<file path="config.mk">
export PLATFORM = sky130hd
export DESIGN_NAME = mem_arbiter
export DESIGN_NICKNAME = d
export VERILOG_FILES = /design/src/rtl/pine16_mem_pkg.sv /design/src/rtl/mem_arbiter.sv
export SDC_FILE = /design/constraint.sdc
export NUM_CORES = 1
export LEC_CHECK = 0
export CAP_MARGIN = 25
export CORE_AREA = 4 4 87 89
export CTS_BUF_LIST = sky130_fd_sc_hd__clkbuf_4 sky130_fd_sc_hd__clkbuf_8
export DETAILED_ROUTE_END_ITERATION = 6
export DIE_AREA = 0 0 91 93
export GPL_TIMING_DRIVEN = 0
export PLACE_DENSITY = 0.86
export SYNTH_ARGS = -nofsm -noshare
export SYNTH_HDL_FRONTEND = slang
export SYNTH_SLANG_ARGS = --single-unit
</file>
<file path="constraint.sdc">
create_clock -name clk -period 1.3 [get_ports clk]
set_clock_uncertainty 0.15 [all_clocks]
set_input_delay 0.195 -clock clk [delete_from_list [all_inputs] [get_ports clk]]
set_output_delay 0.195 -clock clk [all_outputs]
set_load 0.01 [all_outputs]
</file>
<file path="src/rtl/pine16_mem_pkg.sv">
// pine16_mem_pkg: bus widths, arbiter state encoding and requester IDs for the pine16 memory path.
// Latency: none (declarations only).
// Backpressure: n/a. The requester IDs match the memory controller's debug trace.
package pine16_mem_pkg;

    localparam int MEM_ADDR_W = 20;
    localparam int MEM_DATA_W = 16;

    typedef enum logic [1:0] {
        ST_IDLE    = 2'd0,
        ST_GNT_EXU = 2'd1,
        ST_GNT_IFU = 2'd2,
        ST_DRAIN   = 2'd3
    } arb_state_t;

    typedef enum logic [1:0] {
        REQ_NONE = 2'd0,
        REQ_IFU  = 2'd1,
        REQ_EXU  = 2'd2
    } req_id_t;

endpackage

</file>
<file path="src/rtl/mem_arbiter.sv">
// mem_arbiter: shares the single memory bus between the IFU and the EXU. EXU has priority.
// Latency: mem_req rises 1 cycle after the winning req is sampled. Acks are mem_ack passed through combinationally.
// Backpressure: requesters hold req until their ack. mem_* hold until mem_ack. At least one idle bus cycle separates transactions.
// Build option: define MEMARB_FAIR_EN to grant the IFU after STARVE_LIM EXU grants made while it waited.
// Ports: clk, rst_n (async, active low), flush (1-cycle pipeline flush);
//        ifu_req/ifu_adr -> ifu_ack/ifu_rdat; exu_req/exu_we/exu_adr/exu_wdat -> exu_ack/exu_rdat;
//        mem_req/mem_we/mem_adr/mem_wdat -> memory controller; mem_ack/mem_rdat <- memory controller.
module mem_arbiter
    import pine16_mem_pkg::*;
#(
    parameter int ADDR_W     = MEM_ADDR_W,
    parameter int DATA_W     = MEM_DATA_W,
    parameter int STARVE_LIM = 2
) (
    input  logic              clk,
    input  logic              rst_n,
    input  logic              flush,
    input  logic              ifu_req,
    input  logic [ADDR_W-1:0] ifu_adr,
    output logic              ifu_ack,
    output logic [DATA_W-1:0] ifu_rdat,
    input  logic              exu_req,
    input  logic              exu_we,
    input  logic [ADDR_W-1:0] exu_adr,
    input  logic [DATA_W-1:0] exu_wdat,
    output logic              exu_ack,
    output logic [DATA_W-1:0] exu_rdat,
    output logic              mem_req,
    output logic              mem_we,
    output logic [ADDR_W-1:0] mem_adr,
    output logic [DATA_W-1:0] mem_wdat,
    input  logic              mem_ack,
    input  logic [DATA_W-1:0] mem_rdat
);

    // The fairness counter is 2 bits wide, so only limits 1..3 are reachable.
    // This block elaborates only for an unusable limit and marks the misconfiguration.
    if ((STARVE_LIM < 1) || (STARVE_LIM > 3)) begin : g_starve_lim_out_of_range
    end

    arb_state_t        r_state;
    logic              r_mem_req;
    logic              r_mem_we;
    logic [ADDR_W-1:0] r_mem_adr;
    logic [DATA_W-1:0] r_mem_wdat;

    req_id_t           w_gnt_id;
    logic              w_ifu_starved;

`ifdef MEMARB_FAIR_EN
    localparam logic [1:0] LP_STARVE_LIM = 2'(STARVE_LIM);

    logic [1:0] r_starve_cnt;

    assign w_ifu_starved = (r_starve_cnt == LP_STARVE_LIM);

    // Count EXU grants that overtook a waiting, unflushed fetch.
    // Saturate so that a long EXU burst does not wrap the count back below the limit.
    always_ff @(posedge clk or negedge rst_n) begin
        if (!rst_n) begin
            r_starve_cnt <= 2'd0;
        end else if (r_state == ST_IDLE) begin
            if (w_gnt_id == REQ_IFU) begin
                r_starve_cnt <= 2'd0;
            end else if ((w_gnt_id == REQ_EXU) && ifu_req && !flush &&
                         (r_starve_cnt != 2'd3)) begin
                r_starve_cnt <= r_starve_cnt + 2'd1;
            end
        end
    end
`else
    assign w_ifu_starved = 1'b0;
`endif

    // Winner for an IDLE cycle. A flush blocks a fetch grant for that cycle only.
    // A starved IFU overrides EXU priority.
    always_comb begin
        w_gnt_id = REQ_NONE;
        if (ifu_req && !flush && (w_ifu_starved || !exu_req)) begin
            w_gnt_id = REQ_IFU;
        end else if (exu_req) begin
            w_gnt_id = REQ_EXU;
        end
    end

    always_ff @(posedge clk or negedge rst_n) begin
        if (!rst_n) begin
            r_state    <= ST_IDLE;
            r_mem_req  <= 1'b0;
            r_mem_we   <= 1'b0;
            r_mem_adr  <= '0;
            r_mem_wdat <= '0;
        end else begin
            case (r_state)
                ST_IDLE: begin
                    if (w_gnt_id == REQ_EXU) begin
                        r_state    <= ST_GNT_EXU;
                        r_mem_req  <= 1'b1;
                        r_mem_we   <= exu_we;
                        r_mem_adr  <= exu_adr;
                        r_mem_wdat <= exu_wdat;
                    end else if (w_gnt_id == REQ_IFU) begin
                        r_state    <= ST_GNT_IFU;
                        r_mem_req  <= 1'b1;
                        r_mem_we   <= 1'b0;
                        r_mem_adr  <= ifu_adr;
                        r_mem_wdat <= '0;
                    end
                end
                ST_GNT_EXU: begin
                    if (mem_ack) begin
                        r_state   <= ST_IDLE;
                        r_mem_req <= 1'b0;
                        r_mem_we  <= 1'b0;
                    end
                end
                ST_GNT_IFU: begin
                    // A flush that coincides with mem_ack only suppresses the ack.
                    // The fetch is complete on the bus either way.
                    if (mem_ack) begin
                        r_state   <= ST_IDLE;
                        r_mem_req <= 1'b0;
                        r_mem_we  <= 1'b0;
                    end else if (flush) begin
                        r_state <= ST_DRAIN;
                    end
                end
                ST_DRAIN: begin
                    // The bus cannot abort a request, so wait it out and drop the data.
                    if (mem_ack) begin
                        r_state   <= ST_IDLE;
                        r_mem_req <= 1'b0;
                        r_mem_we  <= 1'b0;
                    end
                end
                default: begin
                    r_state <= ST_IDLE;
                end
            endcase
        end
    end

    assign mem_req  = r_mem_req;
    assign mem_we   = r_mem_we;
    assign mem_adr  = r_mem_adr;
    assign mem_wdat = r_mem_wdat;

    assign ifu_ack  = (r_state == ST_GNT_IFU) && mem_ack && !flush;
    assign exu_ack  = (r_state == ST_GNT_EXU) && mem_ack;
    assign ifu_rdat = mem_rdat;
    assign exu_rdat = mem_rdat;

endmodule

</file>
==> results by group, run 1 <==
Run status
  – Status: finished, violations left
  – Violations in the final reports: setup timing

Timing
  – Unrepaired setup endpoints after global routing: yes
  – # setup viols final: 40
  – Period utilisation layout: 120%
  – Final worst slack: -0.260 ns
  – Fin. Hold Viols: 0
  – Peak Freq: 641 MHz
  – Slew Limit Fails: 0
  – Slew headroom: 78.6%
  – Hold slack: 0.118 ns
  – Fin crit period: 1.56 ns
  – Worst-Margin Slew: 0.320 ns
  – Final setup TNS: -8.04 ns

Logic synthesis
  – Sequential area share after synthesis: 47.5%
  – Synthesized Nets: 234
  – Mapped Cells: 155
  – Top cell type by total area after synthesis: dfrtp_1
  – Area contributors post-synth: dfrtp_1 (47%), mux2_2 (13%), buf_4 (12%)
  – Post-synth cell types: 23
  – Synth Area per Inst: 13.6 µm²
  – Synth Register Bits: 40
  – Synthesized cell area: 2110 µm²
  – Total of warnings raised by yosys: 0
  – Post-synth top area share: 47.5%

Setup path
  – Kind of cell adding the most delay to the critical path: flip-flops
  – Critical R2R Launch: r_state[0]$_DFFE_PN0P_
  – Slowest stage delay, CP: 0.45 ns
  – Critical-path cell list: buf_6, nor2_4, o21ai_4, buf_6, mux2_4
  – CP dominant cell by count: buf_6
  – Worst Path Arrival: 1.59 ns
  – Worst Setup End Kind: register
  – Setup crit start kind: register
  – CP Class: reg -> reg
  – CP bufs+invs: 2
  – FF-to-FF End: mem_adr[17]$_DFFE_PN0P_
  – CP max FO: 10
  – R2R cell count: 5
  – CP required: 1.33 ns
  – Critical path's slowest cell: dfrtp_2
  – Setup slack, reg-to-reg: -0.26 ns

CTS
  – Clock sink count: 40
  – TritonCTS Buffers: 5
  – TritonCTS clock tree: yes
  – CTS Buffer Depth: 2
  – Clock Tree Root: clkbuf_8
  – Htree depth: 2
  – Worst-Skew Late Latency: 0.29 ns
  – Clk slew on worst S/H paths: 0.09 ns

Global route
  – Initial antenna violation count: 0
  – Global-route wire length before repair: 9.32 mm
  – Total grt overflow: 0
  – Largest net degree at the start of global routing: 30
  – GRT Overall Usage: 13.7%
  – Vias in the first global route: 1931

Final layout
  – Final Cell Area: 3710 µm²
  – Util after Layout: 54.9%
  – Layout cells sized above 1: 41.6%
  – N_diodes: 0
  – Multi-input logic area: 800 µm²
  – Register area: 1000 µm²
  – Area delta synth->final: 75.9%
  – Final nets: 388
  – Fillers: 590

Floorplanning
  – # IOs: 151
  – Starting density of the core: 31.2%
  – Vert. Die Dim: 93 µm
  – Die X: 91 µm
  – Die Footprint: 8460 µm²
  – CORE AREA: 6760 µm²
  – Cell row count: 30

Route
  – Initial DRC count: 29
  – Drt first pass iters: 4
  – Via-to-Cell Ratio: 4.45
  – Final WL: 5.82 mm
  – Residual DRC: 0
  – Routed WL per cell: 14.9 µm
  – Via Count: 1737
  – Antenna Nets Post-Route: 0

Power
  – Net Sw Power: 0.00150 W
  – Combinational power share: 42.6%
  – Sw frac: 29.6%
  – Maximum vdd ir drop: 0.711 mV
  – Pint: 0.00356 W
  – P_leak: 1.71 nW
  – Power Density: 1370 nW/µm²
  – Sequential Power Share: 36.9%
  – Clock network power share: 20.5%

Min path
  – Hold path startpoint: exu_req
  – WHS Path Cells: 3
  – Hold EP: r_state[0]$_DFFE_PN0P_
  – HP Class: in -> reg

Job
  – Max-Cap Viols: 0

Placed design
  – Hpwl dp: 4.65 mm
  – Gpl congestion: 0.739
  – Dpl cell area: 3560 µm²
  – Port bufs: 133
[synth_stat cells]
library cell and count:
o21ai_4 1, nand2_1 4, and3_1 1, dfrtp_1 40, o22ai_1 1, o21bai_1 1, o211ai_1 1, mux2_2 25
mux2_4 15, or2_4 1, nor2_1 1, inv_1 1, and3b_1 1, a22o_1 16, a21oi_1 1, buf_8 1
nor2b_2 1, mux2i_1 1, buf_6 4, nor2_4 2, o21ai_0 1, buf_4 34, nor4bb_1 1
[registers in the layout (all words and copies together) (netlist names)]
signal	count
mem_adr	20
mem_wdat	16
r_state	2
mem_req	1
mem_we	1
[logic make-up (layout without fill, tap and decap cells)]
group	after synthesis	after routing	synth area share, %
DFF	40	40	47.5
buffers and inverters	40	195	15.1
muxes	41	41	24.5
AOI/OAI and AO/OA	22	22	8.90
and+or+nand+nor	12	12	3.98
[how the worst max path moves through the flow]
stage / start / to / slack, ns / depth (start not counted)
floorplan: r_state[0]$_DFFE_PN0P_ / mem_adr[10]$_DFFE_PN0P_ / -0.10 / 4
global placement: rst_n / r_state[0]$_DFFE_PN0P_ / -1.32 / 1
detailed placement: mem_ack / ifu_ack / -0.67 / 3
CTS: r_state[0]$_DFFE_PN0P_ / mem_adr[8]$_DFFE_PN0P_ / -0.26 / 5
global route: r_state[0]$_DFFE_PN0P_ / mem_adr[11]$_DFFE_PN0P_ / -0.30 / 5
finish: r_state[0]$_DFFE_PN0P_ / mem_adr[17]$_DFFE_PN0P_ / -0.26 / 5
[power groups by stage]
stage          Sequential, W  Clock [W]  Combinational [W]
2_1_floorplan        0.00206          0           0.000842
3_3_place_gp         0.00188          0            0.00225
3_5_place_dp         0.00189          0            0.00231
4_1_cts              0.00187    0.00109            0.00227
5_1_grt              0.00192    0.00113            0.00230
6_report             0.00187    0.00104            0.00216
[repair_timing]
item | in CTS | in global routing
pin swaps | 3 | 1
hold endpoints to repair | 40 | 0
endpoints found under the setup margin | 77 | 59
hold buffers | 1 | 0
resized for setup | 93 | 19
buffers inserted | 11 | 1
gates cloned | 0 | 0
[per-layer routing]
layer / wire length (µm) / GRT usage (%)
met1: 2150 / 14.4
met5: 0 / 0
met4: 21 / 3.02
met3: 467 / 4.51
met2: 3190 / 26.2
[through the flow]
| stage | total power (W) | instances | setup WS (ns) |
|---|---|---|---|
| 5_1_grt | 0.00536 | 390 | -0.301 |
| 3_3_place_gp | 0.00413 | 368 | -1.32 |
| 2_1_floorplan | 0.00291 | 155 | -0.103 |
| 6_report | 0.00506 | 390 | -0.260 |
| 3_5_place_dp | 0.00420 | 369 | -0.669 |
| 4_1_cts | 0.00522 | 389 | -0.265 |
[cell usage in the layout, fill, tap and decap left out, types with 2 or more instances in the layout]
cell type	synthesis	final
a22o_1	16	16
buf_12	0	2
buf_2	0	3
buf_4	34	42
buf_6	4	8
clkbuf_2	0	17
clkbuf_8	0	5
clkdlybuf4s15_1	0	20
clkdlybuf4s50_1	0	90
clkinv_4	0	2
dfrtp_1	40	38
dfrtp_2	0	2
dlygate4sd2_1	0	2
mux2_2	25	25
mux2_4	15	15
nand2_1	4	4
nor2_4	2	2
[worst register-to-register path: cells and delay by family (launching register included)]
family | cells | cell delay (ns)
buf+inv | 2 | 0.31
flops | 1 | 0.45
compound gates | 1 | 0.11
simple gates | 1 | 0.12
mux | 1 | 0.30
[layout make-up]
type | count | area share, %
repair buffers | 147 | 36.7
flip-flops and latches | 40 | 27.1
multi-input cells | 75 | 21.6
plain buffers | 39 | 8.74
well taps | 80 | 2.70
clock buffers | 5 | 1.86
clock inverters | 3 | 1.28
inverters | 1 | 0.101
No activity file was read; power rests on OpenSTA's default activity.
==> run 2, diff against run 1 <==
--- a/config.mk
+++ b/config.mk
@@ -6,10 +6,11 @@
 export NUM_CORES = 1
 export LEC_CHECK = 0
 export CAP_MARGIN = 25
-export CORE_AREA = 4 4 87 89
+export CORE_AREA = 2 2 85 87
 export CTS_BUF_LIST = sky130_fd_sc_hd__clkbuf_4 sky130_fd_sc_hd__clkbuf_8
+export CTS_CLUSTER_SIZE = 14
 export DETAILED_ROUTE_END_ITERATION = 6
-export DIE_AREA = 0 0 91 93
+export DIE_AREA = 0 0 87 89
 export GPL_TIMING_DRIVEN = 0
 export PLACE_DENSITY = 0.86
 export SYNTH_ARGS = -nofsm -noshare
==> run 2 against run 1 <==
  * The flow still finishes with violations (setup timing)
  * Hold slack worse by 0.081 ns
  * Final cell count up 1.0%
  * Critical path depth unchanged
==> results by group, run 2 (synthesized netlist as in run 1, its figures left out) <==
Global route
  – Largest net degree at the start of global routing: 41
  – Total grt overflow: 0
  – Initial antenna violation count: 0
  – Vias in the first global route: 1876
  – GRT Overall Usage: 14.6%
  – Global-route wire length before repair: 8.64 mm

Timing
  – Fin. Hold Viols: 0
  – Worst-Margin Slew: 0.320 ns
  – Peak Freq: 642 MHz
  – Hold slack: 0.0368 ns
  – Fin crit period: 1.56 ns
  – Slew Limit Fails: 0
  – Final worst slack: -0.257 ns
  – # setup viols final: 40
  – Period utilisation layout: 120%
  – Unrepaired setup endpoints after global routing: yes
  – Slew headroom: 78.6%

Power
  – P_leak: 1.75 nW
  – Power Density: 1360 nW/µm²
  – Pint: 0.00353 W
  – Clock network power share: 20.2%
  – Maximum vdd ir drop: 0.503 mV
  – Total Power Consumption: 0.00505 W
  – Sw frac: 30.1%
  – Sequential Power Share: 37.0%
  – Net Sw Power: 0.00152 W
  – Combinational power share: 42.7%

Floorplanning
  – Die Footprint: 7740 µm²
  – Vert. Die Dim: 89 µm
  – CORE AREA: 6720 µm²
  – Starting density of the core: 31.4%
  – Die X: 87 µm
  – # IOs: 151
  – Cell row count: 30

Placed design
  – Pre-CTS setup slack: -0.706 ns
  – Port bufs: 133
  – Gpl congestion: 0.733
  – Hpwl dp: 4.29 mm
  – Placed cell count: 369

Final layout
  – Final Non-Filler Cells: 394
  – Util after Layout: 55.3%
  – N_diodes: 0
  – Layout cells sized above 1: 45.2%
  – Most common cell after layout, fill and taps aside: clkdlybuf4s50_1
  – Final nets: 392
  – Number of flip-flops under the largest register name: 20
  – Most frequent cells in the layout: clkdlybuf4s50_1 (90), buf_4 (42), dfrtp_1 (38)
  – Fillers: 573
  – Area delta synth->final: 76.4%

Setup path
  – CP Launch Point: r_state[1]$_DFFE_PN0P_
  – CP max FO: 10
  – Capture point of the critical path: mem_adr[9]$_DFFE_PN0P_
  – Worst Setup End Kind: register
  – Setup slack, reg-to-reg: -0.26 ns
  – Critical-path cell list: buf_6, nor2_4, o21ai_4, buf_12, mux2_4
  – FF-to-FF End: mem_adr[9]$_DFFE_PN0P_
  – Critical R2R Launch: r_state[1]$_DFFE_PN0P_
  – CP required: 1.33 ns
  – CP Class: reg -> reg
  – Slowest stage delay, CP: 0.43 ns
  – Worst Path Arrival: 1.59 ns
  – R2R cell count: 5
  – Critical path's slowest cell: dfrtp_2
  – Setup crit start kind: register

Job
  – Max-Cap Viols: 0

CTS
  – Clk slew on worst S/H paths: 0.09 ns
  – Clock sink count: 40
  – TritonCTS Buffers: 5
  – Clock Tree Root: clkbuf_8
  – CTS Buffer Depth: 2
  – Worst-Skew Late Latency: 0.30 ns
  – Htree depth: 2
  – TritonCTS clock tree: yes

Route
  – Initial DRC count: 43
  – Routed WL per cell: 15.1 µm
  – Via Count: 1772
  – Drt first pass iters: 4
  – Final WL: 5.94 mm
  – Via-to-Cell Ratio: 4.50
  – Antenna Nets Post-Route: 0
  – Residual DRC: 0

Min path
  – Hold path startpoint: mem_ack
  – WHS Path Cells: 2
  – HP Class: in -> reg

Run status
  – Violations in the final reports: setup timing
  – Status: finished, violations left
run 2: area by class of cell:
class                           count  area (µm²)  area share [%]
Sequential cell                    40        1000            27.0
Tap cell                           80         100            2.69
Inverter                            1        3.75           0.101
Buffer                             39         324            8.71
Clock buffer                        5        68.8            1.85
Clock inverter                      3        42.5            1.14
Timing Repair Buffer              151        1370            36.8
Multi-Input combinational cell     75         808            21.7
run 2: critical path: cells and delay by family (launching register included):
kind / cells / cell delay (ns)
AO/OA/AOI/OAI: 1 / 0.12
buffers and inverters: 2 / 0.31
flip-flops: 1 / 0.43
multiplexers: 1 / 0.30
AND/OR/NAND/NOR: 1 / 0.13
run 2: stage by stage:
stage,setup TNS [ns],cell area [µm²]
4_1_cts,-7.54,3800
6_report,-8.09,3720
5_1_grt,-10.28,3720
2_1_floorplan,-1.67,2110
3_3_place_gp,-69.42,3540
3_5_place_dp,-22.75,3560
run 2: per-layer routing:
layer	vias to the layer above	part of all wire, %	GRT usage, %
met4	0	0.74	4.12
met2	85	54	27.6
li1	836	-	-
met3	5	7.0	4.16
met5	-	0	0
met1	846	38	15.8
run 2: repair_timing:
action | CTS | global route
gates resized for setup | 95 | 37
buffers inserted | 12 | 3
cloned | 1 | 1
endpoints found under the setup margin | 77 | 67
pin swaps | 4 | 4
hold buffers | 1 | 0
endpoints found under the hold margin | 40 | 0
run 2: worst min path at each step:
stage                              end  slack (ns)
2_1_floorplan   mem_adr[0]$_DFFE_PN0P_       -0.25
3_3_place_gp       mem_req$_DFFE_PN0P_        0.31
3_5_place_dp   mem_wdat[2]$_DFFE_PN0P_        0.04
4_1_cts         r_state[0]$_DFFE_PN0P_        0.10
5_1_grt         r_state[0]$_DFFE_PN0P_        0.05
6_report        r_state[0]$_DFFE_PN0P_        0.04
run 2: power groups by stage:
stage | Combinational [W] | Clock (W) | Sequential [W]
2_1_floorplan | 0.000842 | 0 | 0.00206
3_3_place_gp | 0.00225 | 0 | 0.00187
3_5_place_dp | 0.00229 | 0 | 0.00190
4_1_cts | 0.00227 | 0.00106 | 0.00187
5_1_grt | 0.00230 | 0.00111 | 0.00192
6_report | 0.00216 | 0.00102 | 0.00187
==> run 3, diff against run 2 <==
--- a/config.mk
+++ b/config.mk
@@ -13,6 +13,7 @@
 export DIE_AREA = 0 0 87 89
 export GPL_TIMING_DRIVEN = 0
 export PLACE_DENSITY = 0.86
+export SKIP_CTS_REPAIR_TIMING = 1
 export SYNTH_ARGS = -nofsm -noshare
 export SYNTH_HDL_FRONTEND = slang
 export SYNTH_SLANG_ARGS = --single-unit
==> run 3 against run 2 <==
  * The flow still finishes with violations (setup timing)
  * Via count shrank 0.90%
  * Final cell count shrank 1.0%
  * Non-clock buffer count shrank 4
  * Hold slack gained 0.097 ns
  * Sequential power is essentially flat
  * Worst setup slack lost 0.025 ns
  * Largest cell class unchanged
  * Largest power group unchanged
==> results by group, run 3 (synthesized netlist as in run 1, its figures left out) <==
Global route
  – Total grt overflow: 0
  – Global-route wire length before repair: 8.34 mm
  – Largest net degree at the start of global routing: 41
  – Initial antenna violation count: 0
  – Vias in the first global route: 1793
  – GRT Overall Usage: 14.0%

Route
  – Residual DRC: 0
  – Metal1 wirelength: 2.28 mm
  – Via-to-Cell Ratio: 4.50
  – Antenna Nets Post-Route: 0
  – Via Count: 1756
  – Routed WL per cell: 15.3 µm
  – Drt first pass iters: 4
  – Max layer used: met4
  – Initial DRC count: 32
  – WL met2: 3.22 mm
  – Final WL: 5.96 mm
  – Metal3 WL: 403 µm

Timing
  – Final setup TNS: -8.58 ns
  – Final worst slack: -0.282 ns
  – Unrepaired setup endpoints after global routing: yes
  – Fin crit period: 1.58 ns
  – Fin. Hold Viols: 0
  – Period utilisation layout: 122%
  – Worst-Margin Slew: 0.379 ns
  – Slew headroom: 74.7%
  – # setup viols final: 40
  – Slew Limit Fails: 0
  – Peak Freq: 632 MHz

Final layout
  – Area delta synth->final: 86.9%
  – Layout cells sized above 1: 35.8%
  – Most common cell after layout, fill and taps aside: clkdlybuf4s50_1
  – Final nets: 388
  – N_diodes: 0
  – Most frequent cells in the layout: clkdlybuf4s50_1 (90), dlymetal6s2s_1 (40), dfrtp_1 (38)
  – Final Non-Filler Cells: 390
  – Number of flip-flops under the largest register name: 20

Power
  – Maximum vdd ir drop: 0.548 mV
  – Combinational power share: 45.1%
  – Clock network power share: 19.5%
  – P_leak: 2.13 nW
  – Power Density: 1330 nW/µm²
  – Sequential Power Share: 35.5%
  – Net Sw Power: 0.00150 W
  – Pint: 0.00375 W
  – Sw frac: 28.5%

Min path
  – HP Class: in -> reg

CTS
  – TritonCTS Buffers: 5
  – Clock Tree Root: clkbuf_8
  – Htree depth: 2
  – Clk slew on worst S/H paths: 0.08 ns
  – CTS Buffer Depth: 2
  – TritonCTS clock tree: yes
  – Clock sink count: 40
  – Worst-Skew Late Latency: 0.30 ns

Placed design
  – Placed cell count: 369
  – Port bufs: 133
  – Hpwl dp: 4.29 mm
  – Gpl congestion: 0.733

Setup path
  – Worst Setup End Kind: register
  – Setup slack, reg-to-reg: -0.28 ns
  – Critical-path cell list: buf_6, nor2_4, o21ai_4, buf_6, buf_12, a22o_1
  – CP Class: reg -> reg
  – Setup crit start kind: register
  – Slowest stage delay, CP: 0.43 ns
  – Critical path's slowest cell: dfrtp_2
  – CP max FO: 7
  – CP dominant cell by count: buf_6
  – CP required: 1.34 ns
  – Worst Path Arrival: 1.62 ns

Job
  – Max-Cap Viols: 0

Floorplanning
  – Vert. Die Dim: 89 µm
  – CORE AREA: 6720 µm²
  – # IOs: 151
  – Cell row count: 30
  – Starting density of the core: 31.4%
  – Die X: 87 µm
  – Die Footprint: 7740 µm²

Run status
  – Status: finished, violations left
  – Violations in the final reports: setup timing
-- run 3: cell count changes in the layout (fill, tap and decap cells not counted), sizes merged --
cell / before / now
clkdlybuf4s15: 11 / 0
dlygate4sd2: 1 / 0
buf: 62 / 53
dlymetal6s2s: 1 / 40
clkbuf: 29 / 7
-- run 3: layout make-up --
type,count,area (µm²)
Fill cell,541,2780
Clock inverter,3,42.5
Timing Repair Buffer,147,1590
Sequential cell,40,1000
Inverter,1,3.75
Tap cell,80,100
Clock buffer,5,68.8
Buffer,39,328
Multi-Input combinational cell,75,800
-- run 3: through the flow --
stage	util (%)	setup WS, ns	hold WS, ns	area, µm²	power (W)
floorplan	-	-0.103	-0.251	2110	0.00291
global placement	52.8	-1.33	0.312	3540	0.00412
detailed placement	53.0	-0.706	0.0431	3560	0.00419
CTS	54.6	-0.704	-0.287	3670	0.00525
global route	58.6	-0.321	0.129	3940	0.00553
finish	58.6	-0.282	0.134	3940	0.00524
-- run 3: per-layer routing --
metal,vias up,global-route usage (%)
met2,82,25.7
met1,841,15.7
met5,-,0
met4,0,3.84
met3,6,4.34
li1,827,-
-- run 3: worst max-delay path: cells and delay by family (launching register included) --
kind / cells / cell delay (ns)
DFF: 1 / 0.43
and+or+nand+nor: 1 / 0.13
buffers and inverters: 3 / 0.42
AOI/OAI and AO/OA: 2 / 0.34
-- run 3: power groups by stage --
stage,logic (W),clock network (W),registers [W]
after detailed placement,0.00229,0,0.00190
after CTS,0.00230,0.00106,0.00189
after global placement,0.00225,0,0.00187
after global routing,0.00250,0.00111,0.00191
after floorplan,0.000842,0,0.00206
final,0.00236,0.00102,0.00186
-- run 3: final timing paths --
kind,start,end,cells past startpoint
setup reg to reg,r_state[1]$_DFFE_PN0P_,mem_wdat[4]$_DFFE_PN0P_,6
min in group asynchronous,rst_n,mem_wdat[13]$_DFFE_PN0P_,3
hold / removal,exu_req,r_state[0]$_DFFE_PN0P_,3
setup / recovery,r_state[1]$_DFFE_PN0P_,mem_wdat[4]$_DFFE_PN0P_,6
hold reg to reg,mem_req$_DFFE_PN0P_,mem_req$_DFFE_PN0P_,2
max in group asynchronous,rst_n,r_state[0]$_DFFE_PN0P_,3
